[src/rtl/debug_ctrl.sv]
// Debug controller: decodes UART command bytes to run, single-step or halt
// a datapath, and dumps a snapshot of the datapath state bus as a framed,
// XOR-checksummed byte stream through a UART transmitter.
module debug_ctrl #(
  parameter int         BUS_W    = 1401,
  parameter logic [7:0] HDR      = 8'hA5,
  parameter logic [7:0] CMD_RUN  = 8'h63,
  parameter logic [7:0] CMD_STEP = 8'h73,
  parameter logic [7:0] CMD_DUMP = 8'h64,
  parameter logic [7:0] CMD_STOP = 8'h70
) (
  input  logic             clk,
  input  logic             rst,
  input  logic             rx_rdy,
  input  logic [7:0]       rx_data,
  input  logic             tx_busy,
  input  logic [BUS_W-1:0] dp_bus,
  input  logic             halt_in,
  output logic             dp_clk_en,
  output logic             tx_write,
  output logic [7:0]       tx_data,
  output logic             busy
);

  // Number of whole bytes needed to carry the bus; the last byte is padded
  // with zeros when BUS_W is not a multiple of eight.
  localparam int NBYTES = (BUS_W + 7) / 8;
  localparam int SH_W   = NBYTES * 8;
  localparam int CNT_W  = $clog2(NBYTES + 1);
  localparam logic [CNT_W-1:0] LAST_IDX = CNT_W'(NBYTES);

  typedef enum logic [2:0] {
    S_IDLE,
    S_RUN,
    S_STEP,
    S_SNAP,
    S_SEND,
    S_WAIT
  } state_t;

  state_t state;
  state_t state_next;

  // Snapshot of the bus; shifted right one byte per data byte sent so the
  // next byte to transmit is always in the low eight bits.
  logic [SH_W-1:0]  shadow;
  logic [SH_W-1:0]  bus_ext;
  logic [CNT_W-1:0] byte_idx;
  logic [7:0]       csum;
  logic             hdr_sent;
  logic             csum_sent;
  logic [7:0]       cur_byte;
  logic             do_write;
  logic             en_next;

  assign busy = (state != S_IDLE);

  // Zero-extend the live bus to a whole number of bytes.
  always_comb begin
    bus_ext              = '0;
    bus_ext[BUS_W-1:0]   = dp_bus;
  end

  // Select the frame byte due next: header, then data bytes, then checksum.
  always_comb begin
    if (!hdr_sent) begin
      cur_byte = HDR;
    end else if (byte_idx != LAST_IDX) begin
      cur_byte = shadow[7:0];
    end else begin
      cur_byte = csum;
    end
  end

  // Next-state decode plus the strobes that drive the registered outputs.
  always_comb begin
    state_next = state;
    do_write   = 1'b0;
    en_next    = 1'b0;
    case (state)
      S_IDLE: begin
        if (rx_rdy) begin
          if (rx_data == CMD_RUN) begin
            state_next = S_RUN;
          end else if (rx_data == CMD_STEP) begin
            state_next = S_STEP;
          end else if (rx_data == CMD_DUMP) begin
            state_next = S_SNAP;
          end
        end
      end
      S_RUN: begin
        en_next = 1'b1;
        if (halt_in) begin
          state_next = S_SNAP;
        end else if (rx_rdy && (rx_data == CMD_STOP)) begin
          state_next = S_IDLE;
        end
      end
      S_STEP: begin
        en_next    = !halt_in;
        state_next = S_SNAP;
      end
      S_SNAP: begin
        state_next = S_SEND;
      end
      S_SEND: begin
        if (!tx_busy) begin
          do_write   = 1'b1;
          state_next = S_WAIT;
        end
      end
      S_WAIT: begin
        state_next = csum_sent ? S_IDLE : S_SEND;
      end
      default: begin
        state_next = S_IDLE;
      end
    endcase
  end

  // State register; reset returns to IDLE without waiting for a clock.
  always_ff @(posedge clk or posedge rst) begin
    if (rst) begin
      state <= S_IDLE;
    end else begin
      state <= state_next;
    end
  end

  // Registered outputs and frame bookkeeping (snapshot, pointer, checksum).
  always_ff @(posedge clk or posedge rst) begin
    if (rst) begin
      dp_clk_en <= 1'b0;
      tx_write  <= 1'b0;
      tx_data   <= 8'h00;
      shadow    <= '0;
      byte_idx  <= '0;
      csum      <= 8'h00;
      hdr_sent  <= 1'b0;
      csum_sent <= 1'b0;
    end else begin
      dp_clk_en <= en_next;
      tx_write  <= do_write;
      if (do_write) begin
        tx_data <= cur_byte;
      end
      if (state == S_SNAP) begin
        shadow    <= bus_ext;
        byte_idx  <= '0;
        csum      <= 8'h00;
        hdr_sent  <= 1'b0;
        csum_sent <= 1'b0;
      end else if (do_write) begin
        if (!hdr_sent) begin
          hdr_sent <= 1'b1;
        end else if (byte_idx != LAST_IDX) begin
          shadow   <= shadow >> 8;
          csum     <= csum ^ shadow[7:0];
          byte_idx <= byte_idx + 1'b1;
        end else begin
          csum_sent <= 1'b1;
        end
      end
    end
  end

endmodule
[config.mk]
export PLATFORM = sky130hd
export DESIGN_NAME = debug_ctrl
export DESIGN_NICKNAME = d
export VERILOG_FILES = /design/src/rtl/debug_ctrl.sv
export SDC_FILE = /design/constraint.sdc
export NUM_CORES = 2
export LEC_CHECK = 0
export CAP_MARGIN = 20
export CORE_AREA = 5 5 553 555
export CTS_CLUSTER_SIZE = 20
export DETAILED_ROUTE_END_ITERATION = 7
export DIE_AREA = 0 0 558 560
export PLACE_DENSITY = 0.5
export SYNTH_ARGS = -nofsm -noshare
export SYNTH_HDL_FRONTEND = slang
export SYNTH_SLANG_ARGS = --single-unit
[constraint.sdc]
create_clock -name clk -period 57.3 [get_ports clk]
set_input_delay 11.46 -clock clk [delete_from_list [all_inputs] [get_ports clk]]
set_output_delay 11.46 -clock clk [all_outputs]
set_load 0.01 [all_outputs]
==> flow_metrics.env <==
export IMPL_run_status="completed"
export IMPL_power_density_nw_per_um2=47.3
export IMPL_share_comb_of_total_power_pct=32.5
export IMPL_yosys_warnings=0
export IMPL_post_layout_inst_area_um2=90800
export IMPL_fillers=31100
export IMPL_report_power_total_mw=4.29
export IMPL_postLayoutCoreUtil_pct=30.1
export IMPL_count_of_maximum_capacitance_violations=0
export IMPL_number_of_buffers_inserted_to_repair_setup_after_cts=0
export IMPL_num_vias=54900
export IMPL_hold_buffers=0
export IMPL_hold_worst_slack_ns=0.473
export IMPL_most_frequent_cells_after_synthesis="1432 x dfrtp_1, 1405 x nand3_1, 1401 x mux2i_1"
export IMPL_syn_mean_instance_area_um2=10.6
export IMPL_critical_path_required_ns=58.07
export IMPL_grt_max_degree=199
export IMPL_timing_worst_setup_path_type="in2async"
export IMPL_syn_num_nets=7810
export IMPL_drt_iter0_drc=4478
export IMPL_relSlewSlack_pct=22.6
export IMPL_max_clock_freq_ghz=0.0576
export IMPL_dpl_instance_area_um2=84700
export IMPL_share_seq_of_total_power_pct=41.1
export IMPL_ctsLongestPathBuffers=4
export IMPL_clkTransAtPathRegs_ns=0.05
export IMPL_cts_sinks=1432
export IMPL_cts_inserted_buffers=178
export IMPL_post_route_cells_drive_above_1_share_pct=4.80
export IMPL_fin_worst_skew_ns=0.0534
export IMPL_syn_instance_count=6394
export IMPL_synth_top_cell_area_share_pct=52.8
export IMPL_hold_path_class="reg2reg"
export IMPL_arrival_ns=18.14
export IMPL_gr_total_overflow=0
export IMPL_route_antenna_remaining_nets=0
export IMPL_p_int_mw=2.74
export IMPL_post_layout_nonfiller_instances=11600
export IMPL_ir_worst_vdd_uv=24.6
export IMPL_dp_hpwl_mm=203
export IMPL_clock_insertion_delay_worst_skew_ns=0.83
export IMPL_placement_setup_slack_ns=38.78
export IMPL_synthTopCellsByArea="dfrtp_1 53%, mux2i_1 21%, nand3_1 10%"
export IMPL_synth_edff_count=0
export IMPL_first_global_vias=55300
export IMPL_grt_antenna_before_repair=194
export IMPL_htree_num_levels=4
export IMPL_share_of_the_yosys_chip_area_belonging_to_registers_pct=52.8
export IMPL_tightest_slew_ns=1.16
export IMPL_finalNetCount=8873
export IMPL_avgRoutedWirePerCell_um=23.7
export IMPL_io_pins=1425
export IMPL_detailedRoute_firstPassIterationCount=8
export IMPL_power_switching_fraction_pct=36.1
export IMPL_rows=202
export IMPL_die_height_um=560
export IMPL_synth_cell_type_count=47
export IMPL_cts_tree="yes"
export IMPL_critical_path_peak_fanout=89
export IMPL_power_switching_mw=1.55
export IMPL_finalSetupViolCount=0
export IMPL_floorplan_die_width_um=558
export IMPL_finalSetupTns_ns=0
export IMPL_core_area_um2=301000
export IMPL_hold_violations=0
export IMPL_post_place_cells=11300
export IMPL_cts_root_buf="clkbuf_16"
export IMPL_worstSetupStartpointType="input port"
export IMPL_setup_ws_final_ns=39.92
export IMPL_async_flop_share_pct=100
export IMPL_vias_per_cell=4.71
export IMPL_pwr_share_clk_pct=26.4
export IMPL_ys_seq_elements=1432
export IMPL_synth_cell_area_um2=67800
export IMPL_critPathCaptureType="async pin"
export IMPL_synth_top_flop_cell="dfrtp_1"
export IMPL_drc=0
export IMPL_global_route_usage_total_pct=16.8
export IMPL_finalWeightedCongestion=0.902
export IMPL_slew_viol_final=0
export IMPL_initial_utilization_pct=22.5
export IMPL_p_r_area_growth_vs_syn_pct=33.8
export IMPL_period_share_pct=30.3
export IMPL_grt_pass1_wl_mm=393
export IMPL_grt_setup_unrepaired="no"
export IMPL_synthMostInstantiatedCell="dfrtp_1"
export IMPL_yosysTopAreaCell="dfrtp_1"
export IMPL_p_leak_nw=45.1
export IMPL_routed_wirelength_mm=276
export IMPL_cts_resized=0
export IMPL_io_buffers=1424
export IMPL_dieArea_um2=312000
export IMPL_final_min_clock_period_ns=17.38
==> layout make-up <==
| cell class | instances | area [um2] | area share [%] |
|---|---|---|---|
| sequential | 1432 | 35800 | 39.5 |
| inverter | 10 | 46.3 | 0.0510 |
| multi-input combinational | 4322 | 28700 | 31.7 |
| antenna | 78 | 195 | 0.215 |
| timing repair buffer | 1513 | 15100 | 16.7 |
| tap | 3978 | 4980 | 5.48 |
| clock buffer | 267 | 5280 | 5.82 |
| clock inverter | 45 | 538 | 0.593 |
==> final timing paths <==
path                                       from                  endpoint  slack (ns)  depth (start not counted)
setup reg to reg           state[2]$_DFFE_PP0P_   shadow[370]$_DFFE_PP0P_       48.98                         11
hold / removal              csum[4]$_DFFE_PP0P_       csum[4]$_DFFE_PP0P_        0.47                          1
max in group clk                        tx_busy  shadow[1038]$_DFFE_PP0P_       40.06                         12
hold reg to reg             csum[4]$_DFFE_PP0P_       csum[4]$_DFFE_PP0P_        0.47                          1
setup / recovery                            rst       csum[2]$_DFFE_PP0P_       39.92                          9
min in group asynchronous                   rst  shadow[1224]$_DFFE_PP0P_       11.16                          2
==> per-layer routing <==
metal / up-vias / share of wire (%) / wire length (um) / GRT usage (%)
li1: 25500 / - / - / -
met4: 140 / 3.6 / 9890 / 6.74
met5: - / 0.33 / 921 / 0
met1: 27000 / 40 / 109000 / 20.0
met3: 515 / 8.1 / 22300 / 5.24
met2: 1775 / 48 / 134000 / 27.9
==> state kept, by name (all words and copies together), names as in the netlist <==
name	cells
csum	8
tx_data	8
tx_write	1
dp_clk_en	1
csum_sent	1
hdr_sent	1
shadow	1401
byte_idx	8
state	3
==> placed cells by master, fill, tap and decap left out, types with 4 or more instances in the layout <==
master	netlist	routed
o21ai_0	777	777
buf_12	0	13
buf_4	75	73
o22ai_1	4	4
dfrtp_1	1432	1432
clkdlybuf4s50_1	0	1424
nor3_1	4	4
o21ai_1	620	620
nand3_1	1405	1405
clkinv_2	1	23
inv_1	9	8
mux2i_1	1401	1401
bufinv_16	0	8
nand2_1	42	42
clkbuf_8	0	41
nand3b_1	4	4
clkbuf_16	0	182
nor2_1	18	17
clkinvlp_4	0	7
clkbuf_1	287	44
diode_2	0	78
a21oi_1	7	7
nand4_1	4	4
==> logic make-up (layout without fill, tap and decap cells) <==
group / count (synthesis) / count (layout) / share of synthesized area (%)
xor gates and xnor gates: 4 / 4 / 0.0517
buffers and inverters: 640 / 1835 / 4.81
DFF: 1432 / 1432 / 52.8
and+or+nand+nor: 1494 / 1494 / 11.0
muxes: 1402 / 1402 / 20.7
AOI/OAI and AO/OA: 1420 / 1420 / 10.6
other: 0 / 78 / 0
adders and majority gates: 2 / 2 / 0.0369
==> critical path, cell delays in order <==
cell and delay (ns):
clkdlybuf4s50_1 0.49, inv_8 0.48, buf_4 0.79, buf_4 0.76, buf_4 0.72, buf_4 0.73
buf_4 0.69, buf_4 0.72, buf_4 0.86
==> power groups by stage <==
| stage | clock network, mW | registers [mW] | logic, mW |
|---|---|---|---|
| final | 1.13 | 1.77 | 1.40 |
| after global routing | 1.21 | 1.82 | 1.58 |
| after CTS | 1.17 | 1.77 | 1.42 |
| after global placement | 0 | 1.77 | 1.37 |
| after floorplan | 0 | 1.66 | 1.04 |
| after detailed placement | 0 | 1.78 | 1.42 |
(Power assumes the default switching activity.)
